File: src/rtl/mult_pkg.sv
// Shared types and mode decoding for the sequential multiply/MAC block.
package mult_pkg;

  typedef enum logic [1:0] {IDLE, RUN, ACC, DONE} state_t;

  localparam logic [1:0] MODE_UMUL = 2'b00;
  localparam logic [1:0] MODE_SMUL = 2'b01;
  localparam logic [1:0] MODE_UMAC = 2'b10;
  localparam logic [1:0] MODE_SMAC = 2'b11;

  function automatic logic is_signed(input logic [1:0] mode);
    return mode[0];
  endfunction

  function automatic logic is_mac(input logic [1:0] mode);
    return mode[1];
  endfunction

endpackage

File: src/rtl/mult_step.sv
// One shift-add iteration: unsigned add-if-Q[0] or radix-2 Booth, followed by a right shift.
module mult_step #(
  parameter int N = 8
) (
  input  logic [N:0]   a_i,
  input  logic [N-1:0] q_i,
  input  logic         qm1_i,
  input  logic [N-1:0] m_i,
  input  logic         signed_i,
  output logic [N:0]   a_o,
  output logic [N-1:0] q_o,
  output logic         qm1_o
);

  logic [N:0] m_ext;
  logic [N:0] sum;

  always_comb begin
    m_ext = signed_i ? {m_i[N-1], m_i} : {1'b0, m_i};
    sum   = a_i;
    if (signed_i) begin
      case ({q_i[0], qm1_i})
        2'b01:   sum = a_i + m_ext;
        2'b10:   sum = a_i - m_ext;
        default: sum = a_i;
      endcase
    end else if (q_i[0]) begin
      sum = a_i + m_ext;
    end
    // Unsigned: sum[N] is the carry and shifts into A; signed: A's sign is replicated.
    a_o   = {signed_i & sum[N], sum[N:1]};
    q_o   = {sum[0], q_i[N-1:1]};
    qm1_o = q_i[0];
  end

endmodule

File: src/rtl/seq_mac_multiplier.sv
// Sequential N-iteration multiplier with optional accumulate stage and sticky overflow.
module seq_mac_multiplier
  import mult_pkg::*;
#(
  parameter int N = 8,
  parameter int G = 4
) (
  input  logic                 clock,
  input  logic                 reset,
  input  logic                 start,
  input  logic [1:0]           mode,
  input  logic                 clear_acc,
  input  logic [N-1:0]         multiplicand,
  input  logic [N-1:0]         multiplier,
  output logic                 ready,
  output logic                 done,
  output logic [2*N-1:0]       product,
  output logic [2*N+G-1:0]     acc,
  output logic                 overflow
);

  localparam int ACC_W = 2*N + G;
  localparam int CW    = $clog2(N);
  localparam logic [CW-1:0] CNT_LAST = CW'(N-1);

  state_t           state_q;
  logic [1:0]       mode_q;
  logic [N-1:0]     m_q, q_q;
  logic [N:0]       a_q;
  logic             qm1_q;
  logic [CW-1:0]    cnt_q;
  logic             ready_q, done_q;
  logic [2*N-1:0]   product_q;
  logic [ACC_W-1:0] acc_q, acc_d;
  logic             ovf_q, ovf_d;

  logic [N:0]       a_d;
  logic [N-1:0]     q_d;
  logic             qm1_d;

  mult_step #(.N(N)) u_step (
    .a_i     (a_q),
    .q_i     (q_q),
    .qm1_i   (qm1_q),
    .m_i     (m_q),
    .signed_i(is_signed(mode_q)),
    .a_o     (a_d),
    .q_o     (q_d),
    .qm1_o   (qm1_d)
  );

  always_ff @(posedge clock or posedge reset) begin
    if (reset) begin
      state_q   <= IDLE;
      mode_q    <= 2'b00;
      m_q       <= '0;
      q_q       <= '0;
      a_q       <= '0;
      qm1_q     <= 1'b0;
      cnt_q     <= '0;
      ready_q   <= 1'b1;
      done_q    <= 1'b0;
      product_q <= '0;
    end else begin
      done_q <= 1'b0;
      case (state_q)
        IDLE, DONE: begin
          if (start) begin
            state_q <= RUN;
            ready_q <= 1'b0;
            mode_q  <= mode;
            m_q     <= multiplicand;
            q_q     <= multiplier;
            a_q     <= '0;
            qm1_q   <= 1'b0;
            cnt_q   <= CNT_LAST;
          end else begin
            state_q <= IDLE;
            ready_q <= 1'b1;
          end
        end
        RUN: begin
          a_q   <= a_d;
          q_q   <= q_d;
          qm1_q <= qm1_d;
          cnt_q <= cnt_q - 1'b1;
          if (cnt_q == '0) begin
            product_q <= {a_d[N-1:0], q_d};
            if (is_mac(mode_q)) begin
              state_q <= ACC;
            end else begin
              state_q <= DONE;
              ready_q <= 1'b1;
              done_q  <= 1'b1;
            end
          end
        end
        ACC: begin
          state_q <= DONE;
          ready_q <= 1'b1;
          done_q  <= 1'b1;
        end
        default: state_q <= IDLE;
      endcase
    end
  end

  logic [ACC_W-1:0] prod_ext;
  logic [ACC_W:0]   acc_sum;
  logic             ovf_add;

  always_comb begin
    prod_ext = is_signed(mode_q) ? {{G{product_q[2*N-1]}}, product_q}
                                 : {{G{1'b0}}, product_q};
    acc_sum  = {1'b0, acc_q} + {1'b0, prod_ext};
    // Signed overflow: like-signed operands producing an opposite-signed sum.
    if (is_signed(mode_q))
      ovf_add = (acc_q[ACC_W-1] == prod_ext[ACC_W-1]) && (acc_sum[ACC_W-1] != acc_q[ACC_W-1]);
    else
      ovf_add = acc_sum[ACC_W];
    acc_d = acc_q;
    ovf_d = ovf_q;
    if (clear_acc) begin
      acc_d = (state_q == ACC) ? prod_ext : '0;
      ovf_d = 1'b0;
    end else if (state_q == ACC) begin
      acc_d = acc_sum[ACC_W-1:0];
      ovf_d = ovf_q | ovf_add;
    end
  end

  always_ff @(posedge clock or posedge reset) begin
    if (reset) begin
      acc_q <= '0;
      ovf_q <= 1'b0;
    end else begin
      acc_q <= acc_d;
      ovf_q <= ovf_d;
    end
  end

  assign ready    = ready_q;
  assign done     = done_q;
  assign product  = product_q;
  assign acc      = acc_q;
  assign overflow = ovf_q;

endmodule

File: config.mk
export PLATFORM = sky130hd
export DESIGN_NAME = seq_mac_multiplier
export DESIGN_NICKNAME = d
export VERILOG_FILES = /design/src/rtl/mult_pkg.sv /design/src/rtl/mult_step.sv /design/src/rtl/seq_mac_multiplier.sv
export SDC_FILE = /design/constraint.sdc
export NUM_CORES = 1
export LEC_CHECK = 0
export ABC_CLOCK_PERIOD_IN_PS = 3750
export CORE_MARGIN = 3
export CORE_UTILIZATION = 29
export CTS_BUF_LIST = sky130_fd_sc_hd__clkbuf_8 sky130_fd_sc_hd__clkbuf_16
export DETAILED_ROUTE_END_ITERATION = 10
export SLEW_MARGIN = 40
export SYNTH_ARGS = -nofsm -noshare
export SYNTH_HDL_FRONTEND = slang
export SYNTH_SLANG_ARGS = --single-unit
File: constraint.sdc
create_clock -name clock -period 3.75 [get_ports clock]
set_clock_uncertainty 0.1 [all_clocks]
set_input_delay 0.9375 -clock clock [delete_from_list [all_inputs] [get_ports clock]]
set_output_delay 0.9375 -clock clock [all_outputs]
set_load 0.02 [all_outputs]
# Word-level counts from Yosys, hierarchy flattened
# Index checks and enable logic that the tools add are counted.
# word_totals
out_inout_bits,39
in_bits,22
register_bits,72
wordCells,68
# classes
add_sub_neg,4
n_eq_ne,10
reduce_logical,10
muxes,30
bitwise,2
# ops
cell,n
20-bit 2-to-1 mux,4
9-bit 2-to-1 mux,4
9-bit one-hot mux with 2 select lines,2
20-bit by 20-bit adder with 21-bit output,1
8-bit one-hot mux with 2 select lines,1
1-bit 2-to-1 mux,11
9-bit adder,1
9-bit subtractor,1
8-bit 2-to-1 mux,1
2-bit AND reduction,4
"2-bit equality test, second input constant",3
"2-bit != test, second input constant",3
2-bit one-hot mux with 3 select lines,1
3-bit one-hot mux with 2 select lines,1
"2-bit by 1-bit equality test with 1-bit output, second input constant",2
1-bit one-hot mux with 2 select lines,2
2-bit nonzero test,2
3-bit zero test,1
3-bit 2-to-1 mux,1
1-bit one-hot mux with 3 select lines,1
"3-bit by 1-bit subtractor with 3-bit output, second input constant",1
2-bit zero test,1
2-bit 2-to-1 mux,1
2-bit OR reduction,1
other kinds (5),5

# Logic depth before layout (Yosys ltp)
# logic_depth
word_depth,8
depth_mapped,12
ltp_nobuf,12

# Modules after synthesis
# Synthesis repeated with hierarchy kept, for this count alone.
# hier_totals
cells_unflattened,551
area_unflattened_um2,5167.5
# modules_own_cells
mod,cells_each,seq_area_each_um2,area_per_inst_um2,instances
seq_mac_multiplier,387,1803.0,4002.6,1
mult_step,164,0.0,1164.9,1

# Worst setup path before layout
# OpenSTA, ideal clock, no wires.
# synth_timing
path_type,register -> register
startpoint,register product_q[0] (netlist: product[0])
endpoint,register acc_q[18] (netlist: acc[18])
t_arrival_ps,2454
period_less_slack_ps,2638
path_stages_with_launch,13
setup_slack_ps,1112
required_ps,3566
setup_time_ps,84
n_path_buf,0
path_cell_list,dfrtp_1 -> ha_1 -> inv_1 -> fa_1 -> nor2b_1 -> o31a_1 -> o31a_1 -> nand2_1 -> a31oi_1 -> a21o_1 -> and3b_1 -> o21ai_1 -> a41oi_2
# synth_between
elab_chain_cells,4
# synth_lines
element,line,rtl
start: declaration,seq_mac_multiplier.sv:33,logic [2*N-1:0] product_q;
start signal: assignment,seq_mac_multiplier.sv:88,"product_q <= {a_d[N-1:0], q_d};"
20-bit 2-to-1 mux,seq_mac_multiplier.sv:113,"prod_ext = is_signed(mode_q) ? {{G{product_q[2*N-1]}}, product_q}"
20-bit by 20-bit adder with 21-bit output,seq_mac_multiplier.sv:115,"acc_sum = {1'b0, acc_q} + {1'b0, prod_ext};"
20-bit 2-to-1 mux,seq_mac_multiplier.sv:126,end else if (state_q == ACC) begin
20-bit 2-to-1 mux,seq_mac_multiplier.sv:123,if (clear_acc) begin
end signal: assignment,seq_mac_multiplier.sv:134,acc_q <= '0;
end signal: assignment,seq_mac_multiplier.sv:137,acc_q <= acc_d;
end: declaration,seq_mac_multiplier.sv:34,"logic [ACC_W-1:0] acc_q, acc_d;"
# No other way between the ends. The select of a mux whose other input is x is not followed.
# A chain may end at the register's enable or synchronous reset.

# Worst setup path after layout
# Same ends and word-level chain as after synthesis.

==> run_results.csv <==
group,metric,value,unit
cells_and_area,syn_to_final_growth,22.2,%
synth,yosysTopAreaCell,"dfrtp_1",
timing,slew_headroom,45.8,%
global_routing,grt_pass1_vias,4151,
timing,post-route-min-period,2970,ps
timing,finalSetupViolations,0,
clock_network,cts_resized,0,
synth,synth_most_common_cell,"dfrtp_1",
cells_and_area,num_antenna_cells,0,
place,dp_hpwl,9340,um
global_routing,antenna_found_initial,0,
routing,drc,0,
floorplan,num_rows,47,
timing,hold_violations,0,
floorplan,die_area,18600,sq um
power,p_per_area,661,nW/um^2
clock_network,cts_inserted_buffers,9,
synth,synth_top_flop_cell,"dfrtp_1",
power,leakagePower,2.69,nW
timing,rsz0062_at_grt,"no",
timing,tns,0,ps
routing,ant_nets,0,
routing,vias,4178,
global_routing,grtUsageTotal,13.9,%
worst_setup_path,crit_path_start_kind,"register",
power,total_power,3.99,mW
worst_setup_path,reg2reg_from,"product[0]$_DFFE_PP0P_",
worst_setup_path,cp.arrival,3120,ps
clock_network,cts_buffer_depth,2,
clock_network,cts_tree,"done",
global_routing,overflow,0,
clock_network,htreeDepth,3,
power,max-vdd-ir-drop,267,uV
clock_network,root_buffer,"clkbuf_16",
floorplan,fp.coreArea,16600,sq um
clock_network,cts.clk_slew.worst_paths,70,ps
worst_setup_path,slowest_delay,400,ps
floorplan,die_y,136,um
worst_setup_path,critical_path.slowest_cell,"dfrtp_1",
cells_and_area,drive_gt1_share,9.88,%
synth,synth_cell_types,54,
clock_network,clkSinkCount,72,
timing,tightest_slew,807,ps
global_routing,grt_pass1_wl,20800,um
synth,seq_area_frac_synth,36.5,%
synth,synth-edff-count,0,
clock_network,cts_hold_buffers,0,
global_routing,grt_max_degree,73,
floorplan,start_util,29.7,%
timing,timing.fmax,337,MHz
clock_network,post-cts-setup-buffers,0,
synth,yosys-top-cells-count,"dfrtp_1 (71), nand2_1 (63), o21ai_0 (46)",
place,portBuffers,60,
synth,synth_area_leaders,"dfrtp_1 (36%), ha_1 (11%), nand2_1 (4.8%)",
floorplan,die_width,136,um
worst_setup_path,crit_top_cell,"o31a_1",
job,max-cap-violations,0,
worst_setup_path,path_class,"reg -> reg",
cells_and_area,fin_nets,659,
routing,drt_first_iter_violations,231,
routing,drt_wl_total,12500,um
place,place_area,5750,sq um
clock_network,clk_latency,340,ps
worst_setup_path,startpoint,"product[0]$_DFFE_PP0P_",
synth,yosys_warnings,0,
synth,synth_area,4940,sq um
timing,drv_slew,0,
floorplan,ios,61,
timing,finalCritPeriodShare,79.1,%
synth,ys_ff_latch,72,
synth,synth_top_area_share,36.0,%
hold_path,hold_path.class,"reg -> reg",
cells_and_area,final_cell_area,6030,sq um
routing,via_per_inst,5.11,
synth,synth_area_per_cell,9.06,sq um
synth,synthCells,545,
synth,synth_nets,612,
worst_setup_path,cp_max_fo,4,
status,status,"completed",
hold_path,hold_start,"cnt_q[0]$_DFFE_PP0P_",
routing,avgRoutedWirePerCell,15.3,um
routing,drt_pass1_iterations,5,
worst_setup_path,path_cells,"ha_1 > inv_1 > fa_1 > nor2b_1 > o31a_1 > o31a_1 > nand2_1 > a31oi_1 > a21o_1 > and3b_1 > o21ai_1 > a41oi_2",
synth,async_flop_share,100,%
worst_setup_path,cp.required,3900,ps
place,gp_congestion,0.911,
timing,whs,378,ps
worst_setup_path,endpoint_kind,"register",
per-layer routing:
| layer | vias up | share of wire, % | global-route usage, % |
|---|---|---|---|
| met5 | - | 0 | 0 |
| met4 | 0 | 1.4 | 4.48 |
| met3 | 12 | 3.3 | 2.28 |
| met2 | 82 | 49 | 23.3 |
| met1 | 2033 | 46 | 18.3 |
| li1 | 2051 | - | - |
critical path: cells and delay by family (launching register included):
family | cells | cell delay, ps
AOI/OAI and AO/OA | 6 | 1300
adders and majority gates | 2 | 610
buffers and inverters | 1 | 70
DFF | 1 | 400
and+or+nand+nor | 3 | 400
worst paths after layout:
| check | cells past startpoint | slack [ps] | end |
|---|---|---|---|
| hold / removal | 1 | 380 | cnt_q[0]$_DFFE_PP0P_ |
| setup / recovery | 12 | 780 | acc[18]$_DFFE_PP0P_ |
| min in group asynchronous | 3 | 900 | state_q[1]$_DFFE_PP0P_ |
| hold reg to reg | 1 | 380 | cnt_q[0]$_DFFE_PP0P_ |
| max in group asynchronous | 3 | 2330 | ready$_DFFE_PP1P_ |
| setup reg to reg | 12 | 780 | acc[18]$_DFFE_PP0P_ |
state kept, by name, summed over array words and instances, names as in the netlist:
name / count
overflow: 1
acc: 20
ready: 1
cnt_q: 3
product: 16
done: 1
state_q: 2
qm1_q: 1
mode_q: 2
q_q: 8
a_q: 9
m_q: 8
power breakdown:
group / total, mW / switching, mW / internal, mW / leakage [nW]
clock: 0.840 / 0.379 / 0.461 / 0.135
combinational: 1.99 / 1.19 / 0.799 / 1.62
sequential: 1.16 / 0.190 / 0.968 / 0.941
cell families (layout without fill, tap and decap cells):
kind of cell	after synthesis	after routing	share of synthesized area (%)
buffers and inverters	61	113	4.86
AO/OA/AOI/OAI	185	185	24.8
flip-flops	72	72	36.5
multiplexers	26	26	5.75
AND/OR/NAND/NOR	131	131	11.8
XOR/XNOR	25	25	4.43
adder cells (fa/ha/maj)	45	45	11.9
layout by cell type (no fill, tap or decap), types with 14 or more instances in the layout:
| cell | count |
|---|---|
| nand2_1 | 63 |
| inv_1 | 31 |
| xnor2_1 | 15 |
| a211oi_1 | 14 |
| ha_1 | 42 |
| a22o_1 | 14 |
| a21oi_1 | 36 |
| nor2_1 | 29 |
| clkdlybuf4s50_1 | 60 |
| mux2_2 | 19 |
| o21ai_0 | 46 |
| dfrtp_1 | 71 |
through the flow:
step                cells  util (%)  worst slack, ps
detailed placement    801      34.5              886
floorplan             545         -              889
global route          817      36.3              530
CTS                   817      36.3              839
finish                817      36.3              783
global placement      801      34.5              954
layout make-up:
| type | instances | area, sq um |
|---|---|---|
| Inverter | 32 | 120 |
| Tap cell | 220 | 275 |
| Timing Repair Buffer | 65 | 651 |
| Fill cell | 1659 | 10600 |
| Sequential cell | 72 | 1800 |
| Multi-Input combinational cell | 412 | 2900 |
| Clock inverter | 7 | 61.3 |
| Clock buffer | 9 | 225 |
Note: power is estimated with default switching activity, not from simulation.
==> RTL change (same flow settings) <==
Change the parameter `G` from 4 to 8.
--- a/src/rtl/seq_mac_multiplier.sv
+++ b/src/rtl/seq_mac_multiplier.sv
@@ -3,7 +3,7 @@
   import mult_pkg::*;
 #(
   parameter int N = 8,
-  parameter int G = 4
+  parameter int G = 8
 ) (
   input  logic                 clock,
   input  logic                 reset,
Ports: changed (resized acc); port bits go from 61 to 65. No check against the original RTL was run, so the function may have changed too.
==> RTL change against the unedited design <==
Routed wire length increased by 18%; worst setup slack got worse by 420 ps; design area increased by 10%; sequential cell count increased by 4; first-iteration DRC count increased by 39%; synthesized area increased by 13%; critical endpoint is now acc[20]; total power increased by 7.6%; non-clock buffer count increased by 11.
==> RTL change: results (changes against the unedited design) <==
Outcome
  • Status: completed (unchanged)

Routing
  • WL final: 14820 um (was 12520 um)
  • Vias: 4881 (was 4178)
  • DRT Pass-1 Iters: 4 (was 5)
  • First DRT Iteration DRCs: 320 (was 231)

Synthesis
  • Post-synthesis cell type count: 66 (was 54)
  • Syn nets: 715 (was 612)
  • Main synth FF type: dfrtp_1 (unchanged)
  • Commonest cells post-synth: dfrtp_1, nand2_1, o21ai_0 (unchanged)
  • Largest cells by area after synthesis: dfrtp_1, ha_1, o21ai_0 (was dfrtp_1, ha_1, nand2_1)
  • Post-synthesis sequential area ratio: 34.16% (was 36.51%)

Placement
  • HPWL Detailed: 11120 um (was 9341 um)
  • # port buffers: 64 (was 60)
  • Post-place setup slack: 380.1 ps (was 886.5 ps)
  • Post-DP Area: 6384 um^2 (was 5747 um^2)
  • Final Wtd Congestion: 0.8443 (was 0.9110)

Clock tree
  • Worst-skew pair later-pin latency: approximately 350 ps
  • Clk buf depth: 2 (unchanged)

Pwr
  • Peak supply drop: 0.2819 mV (was 0.2670 mV)
  • LEAKAGE: 2.869 nW (was 2.694 nW)

Finish
  • Fin nets: 761 (was 659)
  • Share of cells above drive strength 1: 8.974% (was 9.883%)
  • Max reg flops: 24 (was 20)
  • # fillers: 1968 (was 1659)

Critical path
  • Worst path slowest cell: a221oi_2 (was dfrtp_1)
  • Crit-path max cell delay: 650 ps (was 400 ps)
  • Crit path DAT: 3520 ps (was 3120 ps)
  • CP max FO: 9 (was 4)

GRT
  • Total track usage: 14.55% (was 13.89%)
  • First-pass GRT wire length: 24340 um (was 20840 um)
  • Vias in the first global route: 4601 (was 4151)
  • Pin count of the biggest net entering global routing: 40 (was 73)

Job
  • Max_cap viols: 0 (unchanged)

Timing
  • Worst slew margin: 49.90% (was 45.83%)
==> RTL change: cell count changes after synthesis, sizes merged, moves of 11 or more <==
cell and delta:
nor2 +19, a21oi +14, clkbuf +13, a22o -11, o21ai +11
==> RTL change: layer usage <==
layer / track usage (%) / vias up / routed length, um
li1: - / 2441 / -
met1: 19.93 / 2321 / 6969
met2: 23.38 / 100 / 6932
met3: 2.216 / 19 / 596
met4: 5.106 / 0 / 323
met5: 0 / - / 0
==> RTL change: worst register-to-register path, delay by kind of cell, from the launching register on <==
| kind | cells | cell delay [ps] |
|---|---|---|
| AOI/OAI and AO/OA | 6 | 1670 |
| adders and majority gates | 2 | 580 |
| buffers and inverters | 1 | 60 |
| DFF | 1 | 390 |
| muxes | 1 | 300 |
| and+or+nand+nor | 1 | 190 |
==> RTL change: path summary, 6_finish.rpt <==
kind	startpoint	to	slack, ps	cells after the start
max	product[0]	acc[20]	360	11
max in group asynchronous	reset	acc[3]	1970	3
min reg2reg	cnt_q[0]	cnt_q[0]	370	1
max reg2reg	product[0]	acc[20]	360	11
min	cnt_q[0]	cnt_q[0]	370	1
min in group asynchronous	reset	acc[0]	900	2
==> RTL change: report_power, final <==
part	internal [W]	switching, W	leakage (nW)
logic	0.000892	0.00133	1.74
clock network	0.000459	0.000393	0.135
registers	0.00102	0.000192	0.996
total	0.00237	0.00192	2.87
==> RTL change: cell type report <==
class,count,area share [%]
clock buffers,9,3.378
clock inverters,7,0.8634
inverters,38,2.158
multi-input cells,496,49.70
flip-flops and latches,76,28.55
well taps,234,4.392
repair buffers,76,10.96
==> RTL change: logic make-up after synthesis <==
kind of cell,synth area share [%]
buffers and inverters,6.357
XOR/XNOR,3.931
flip-flops,34.16
adder cells (fa/ha/maj),9.838
AO/OA/AOI/OAI,22.93
AND/OR/NAND/NOR,16.06
multiplexers,6.716
==> RTL change: metrics by stage <==
stage	std cells	utilization, %
2_1_floorplan	651	-
3_3_place_gp	920	34.01
3_5_place_dp	920	34.01
4_1_cts	936	35.52
5_1_grt	936	35.52
6_report	936	35.52
